`config.mk`:
```
export PLATFORM = sky130hd
export DESIGN_NAME = serial_adder
export DESIGN_NICKNAME = d
export VERILOG_FILES = /design/src/rtl/serial_adder.sv
export SDC_FILE = /design/constraint.sdc
export NUM_CORES = 1
export LEC_CHECK = 0
export CORE_ASPECT_RATIO = 1.4
export CORE_MARGIN = 2
export CORE_UTILIZATION = 60
export CTS_BUF_LIST = sky130_fd_sc_hd__clkbuf_16
export CTS_CLUSTER_DIAMETER = 120
export DETAILED_ROUTE_END_ITERATION = 8
export DONT_BUFFER_PORTS = 1
export GPL_ROUTABILITY_DRIVEN = 0
export PLACE_DENSITY = 0.79
export SLEW_MARGIN = 20
export SYNTH_ARGS = -nofsm -noshare
export SYNTH_HDL_FRONTEND = slang
export SYNTH_SLANG_ARGS = --single-unit
```
`constraint.sdc`:
```
create_clock -name clk -period 3.2 [get_ports clk]
set_input_delay 0.64 -clock clk [delete_from_list [all_inputs] [get_ports clk]]
set_output_delay 0.64 -clock clk [all_outputs]
set_load 0.005 [all_outputs]
```
`src/rtl/serial_adder.sv`:
```
// -----------------------------------------------------------------------------
// serial_adder
//   Bit-serial adder: a single full-adder cell and a carry flip-flop process
//   the operands LSB first, one bit per clock. Operands are captured on an
//   accepted start; the result appears WIDTH clocks later with a one-cycle
//   done pulse and is held until the next completion.
//
//   Optional feature (macro SERIAL_ADDER_SUB_EN):
//     adds input 'sub'; with sub=1 the block computes a - b - cin by adding
//     ~b with carry-in ~cin, and reports the inverted final carry as borrow.
//
// Parameters
//   WIDTH   operand/result width, 2..64
//
// Ports
//   clk     rising-edge clock
//   rst_n   asynchronous active-low reset
//   start   request, sampled only while not busy
//   a, b    operands, captured on accepted start
//   cin     carry-in (borrow-in when sub=1)
//   sub     subtract select (only with SERIAL_ADDER_SUB_EN)
//   busy    high while bits are being processed
//   done    one-cycle pulse, sum/cout valid
//   sum     registered result
//   cout    registered carry-out (borrow-out when sub=1)
// -----------------------------------------------------------------------------
module serial_adder #(
    parameter int WIDTH = 8
) (
    input  logic             clk,
    input  logic             rst_n,
    input  logic             start,
    input  logic [WIDTH-1:0] a,
    input  logic [WIDTH-1:0] b,
    input  logic             cin,
`ifdef SERIAL_ADDER_SUB_EN
    input  logic             sub,
`endif
    output logic             busy,
    output logic             done,
    output logic [WIDTH-1:0] sum,
    output logic             cout
);

    // state  | meaning
    // S_IDLE | waiting for start
    // S_RUN  | one operand bit consumed per clock
    // S_DONE | result valid for one cycle; start here begins the next run

    localparam int CNT_W = $clog2(WIDTH + 1);

    typedef enum logic [1:0] {
        S_IDLE = 2'd0,
        S_RUN  = 2'd1,
        S_DONE = 2'd2
    } state_t;

    state_t             r_state;
    state_t             w_state_nxt;

    logic [WIDTH-1:0]   r_a_sh;
    logic [WIDTH-1:0]   r_b_sh;
    logic [WIDTH-1:0]   r_res_sh;
    logic               r_carry;
    logic [CNT_W-1:0]   r_cnt;
    logic [WIDTH-1:0]   r_sum;
    logic               r_cout;

    logic               w_accept;
    logic               w_last;
    logic               w_s_bit;
    logic               w_carry_nxt;
    logic [WIDTH-1:0]   w_res_nxt;
    logic [WIDTH-1:0]   w_b_in;
    logic               w_cin_in;
    logic               w_cout_inv;

`ifdef SERIAL_ADDER_SUB_EN
    logic               r_sub;

    assign w_b_in     = sub ? ~b : b;
    assign w_cin_in   = sub ? ~cin : cin;
    assign w_cout_inv = r_sub;
`else
    assign w_b_in     = b;
    assign w_cin_in   = cin;
    assign w_cout_inv = 1'b0;
`endif

    assign w_accept    = start && (r_state != S_RUN);
    assign w_last      = (r_state == S_RUN) && (r_cnt == CNT_W'(WIDTH - 1));
    assign w_s_bit     = r_a_sh[0] ^ r_b_sh[0] ^ r_carry;
    assign w_carry_nxt = (r_a_sh[0] & r_b_sh[0]) |
                         (r_a_sh[0] & r_carry)   |
                         (r_b_sh[0] & r_carry);
    assign w_res_nxt   = {w_s_bit, r_res_sh[WIDTH-1:1]};

    always_ff @(posedge clk or negedge rst_n) begin
        if (!rst_n) begin
            r_state <= S_IDLE;
        end else begin
            r_state <= w_state_nxt;
        end
    end

    always_comb begin
        w_state_nxt = r_state;
        case (r_state)
            S_IDLE:  if (start) w_state_nxt = S_RUN;
            S_RUN:   if (w_last) w_state_nxt = S_DONE;
            S_DONE:  w_state_nxt = start ? S_RUN : S_IDLE;
            default: w_state_nxt = S_IDLE;
        endcase
    end

    always_ff @(posedge clk or negedge rst_n) begin
        if (!rst_n) begin
            r_a_sh   <= '0;
            r_b_sh   <= '0;
            r_res_sh <= '0;
            r_carry  <= 1'b0;
            r_cnt    <= '0;
            r_sum    <= '0;
            r_cout   <= 1'b0;
`ifdef SERIAL_ADDER_SUB_EN
            r_sub    <= 1'b0;
`endif
        end else if (w_accept) begin
            r_a_sh   <= a;
            r_b_sh   <= w_b_in;
            r_res_sh <= '0;
            r_carry  <= w_cin_in;
            r_cnt    <= '0;
`ifdef SERIAL_ADDER_SUB_EN
            r_sub    <= sub;
`endif
        end else if (r_state == S_RUN) begin
            r_a_sh   <= {1'b0, r_a_sh[WIDTH-1:1]};
            r_b_sh   <= {1'b0, r_b_sh[WIDTH-1:1]};
            r_res_sh <= w_res_nxt;
            r_carry  <= w_carry_nxt;
            r_cnt    <= r_cnt + CNT_W'(1);
            if (w_last) begin
                r_sum  <= w_res_nxt;
                // in subtract mode the carry is an inverted borrow
                r_cout <= w_carry_nxt ^ w_cout_inv;
            end
        end
    end

    assign busy = (r_state == S_RUN);
    assign done = (r_state == S_DONE);
    assign sum  = r_sum;
    assign cout = r_cout;

endmodule

```
==> results.py <==
metrics = {
    "yosys": {
        "yosysTopAreaCellShare": 0.585,
        "yosys.area_share.simple": 0.113,
        "syn-num-nets": 170,
        "synth_compound_area_frac": 0.0885,
        "avgSynthCellArea_um2": 11.3,
        "synth_area_um2": 1670,
        "synth_seq_area_share": 0.585,
        "synthMuxAreaShare": 0.163,
        "synth_fa_ha_area_frac": 0.0195,
        "syn_inst": 148,
        "synth_area_leaders": "dfrtp_1, mux2i_1, o21ai_0",
        "synth_top_family_by_area": "multiplexers",
        "yosysTopAreaCell": "dfrtp_1",
        "ys_ff_latch": 39,
        "yosysWarnings": 0,
        "synthXorXnorAreaFrac": 0.00525,
        "synth.distinct_cells": 20,
    },
    "placement": {
        "port_buffers": 0,
        "dp_hpwl_mm": 1.87,
        "place_inst": 177,
    },
    "sta": {
        "fmax_mhz": 514,
        "setup_tns_ns": 0,
        "rsz0062_at_grt": "false",
        "period_minus_slack_ns": 1.95,
        "fin_hold_ws_ns": 0.0508,
        "relSlewSlack": 0.595,
        "min_period_over_period": 0.608,
        "setup_viol": 0,
        "drv_slew": 0,
        "worst_pin_slew_ns": 0.607,
        "finalHoldViolations": 0,
        "clock-skew-final_ns": 0.00458,
    },
    "floorplan": {
        "initial_core_util": 0.631,
        "rows": 22,
        "die_w_um": 48.6,
        "die_h_um": 66.4,
        "dieArea_um2": 3220,
        "io_pins": 31,
        "coreArea_um2": 2640,
    },
    "clock_tree": {
        "cts_tree": "done",
        "cts.clk_slew.worst_paths_ns": 0.05,
        "h-tree-depth": 2,
        "clk_latency_ns": 0.28,
        "cts_buffers": 5,
        "cts.sinks": 39,
        "clockBufferDepth": 2,
        "cts_root_buffer": "clkbuf_16",
        "postCtsSetupRepairBufs": 0,
        "ctsResizeCount": 0,
        "cts_hold_buf": 0,
    },
    "routing": {
        "postRouteAntennaNets": 0,
        "firstDrtPassIters": 4,
        "routed_wl_mm": 2.83,
        "vias": 1055,
        "wl_per_cell_um": 15.3,
        "drc": 0,
        "vias_per_cell": 5.70,
        "drt_iter0_drc": 23,
    },
    "final_layout": {
        "final_nets": 170,
        "antenna_cells": 0,
        "mostFrequentLayoutCells": "dfrtp_1, nand2_1, o21ai_0",
        "area_delta_synth_final_pct": 9.23,
        "drive_gt1_frac": 0.121,
        "final_util": 0.689,
        "stdcell_count": 185,
        "layout_commonest_cell": "dfrtp_1",
    },
    "power": {
        "pwr-share-comb": 0.239,
        "power_switching_mw": 0.551,
        "totalPowerFinal_mw": 1.72,
        "pwr-share-clk": 0.265,
        "power.density_nw_per_um2": 945,
        "seq_power_share": 0.496,
        "swShare": 0.320,
        "ir_drop_v": 0.000569,
        "power.leakage_nw": 0.839,
        "p_int_mw": 1.17,
    },
    "critical_path": {
        "criticalPathCategory": "register to output port",
        "end_kind": "output port",
        "required_ns": 2.56,
        "start_kind": "register",
        "critPathMaxFanout": 23,
        "arrival_ns": 1.31,
    },
    "global_route": {
        "overflow": 0,
        "grt_pass1_wl_mm": 4.95,
        "antenna_found_initial": 0,
        "grt_pass1_vias": 1059,
        "grt_max_degree": 40,
        "grt_usage": 0.211,
    },
    "flow_run": {
        "maxCapViolCount": 0,
    },
    "status": {
        "outcome": "complete, no violations",
    },
    "worst_hold_path": {
        "hold_path_class": "primary input to asynchronous set/reset pin",
    },
}
-- area by class of cell --
type                       count  area, um^2
sequential                    39         976
fill                         217         821
multi-input combinational     99         649
clock buffer                   5         125
tap                           36        45.0
clock inverter                 3        11.3
timing repair buffer           1        7.51
inverter                       2        7.51
-- metal layers --
| layer | vias up | GRT usage | share of wire |
|---|---|---|---|
| met5 | - | 0 | 0 |
| met4 | 0 | 0.107 | 0.024 |
| met3 | 8 | 0.0792 | 0.060 |
| met2 | 30 | 0.361 | 0.53 |
| met1 | 515 | 0.228 | 0.39 |
| li1 | 502 | - | - |
-- logic make-up (layout without fill, tap and decap cells) --
kind of cell	Yosys count	in the layout
and+or+nand+nor	41	41
DFF	39	39
muxes	26	26
buffers and inverters	10	11
xor gates and xnor gates	1	1
AOI/OAI and AO/OA	29	29
adders and majority gates	2	2
-- through the flow --
stage | cell area, um^2 | setup WS [ns]
floorplan | 1670 | 1.64
global placement | 1690 | 1.60
detailed placement | 1690 | 1.55
CTS | 1820 | 1.26
global route | 1820 | 1.16
finish | 1820 | 1.25
-- cell usage after synthesis --
library cell,number
nand3_1,3
nor2_1,2
o21ai_0,28
buf_1,2
nand3b_1,1
ha_1,1
and2b_2,1
clkbuf_1,4
fa_1,1
nand2_1,32
mux2_2,9
dfrtp_1,39
inv_1,2
buf_2,1
o211ai_1,1
xor2_1,1
buf_4,1
nand2b_4,1
nor3_4,1
mux2i_1,17
-- flip-flops by register name, summed over array words and instances (netlist names) --
signal / flops
r_res_sh: 7
r_a_sh: 8
sum: 8
r_b_sh: 8
r_carry: 1
r_state: 2
r_cnt: 4
cout: 1
-- path summary, 6_finish.rpt --
kind	startpoint	to	slack (ns)	depth (start not counted)
worst max register to register	r_state[1]	r_a_sh[2]	1.55	4
worst min-delay path	rst_n	r_b_sh[5]	0.05	0
max in group asynchronous	rst_n	r_b_sh[6]	3.07	0
worst max-delay path	r_state[1]	busy	1.25	2
worst min register to register	r_a_sh[6]	r_a_sh[5]	0.48	2
min in group clk	r_a_sh[6]	r_a_sh[5]	0.48	2
-- worst max-delay path: stages, from the launching register on --
cell      delay [ns]
dfrtp_1         0.39
nand2b_4        0.17
inv_1           0.46
-- power groups by stage --
| stage | sequential [mW] | combinational [mW] | clock (mW) |
|---|---|---|---|
| after global routing | 0.886 | 0.487 | 0.487 |
| final | 0.854 | 0.411 | 0.457 |
| after detailed placement | 0.861 | 0.415 | 0 |
| after CTS | 0.859 | 0.417 | 0.465 |
| after floorplan | 0.821 | 0.355 | 0 |
| after global placement | 0.851 | 0.387 | 0 |
Power figures use the tool's default switching activity.
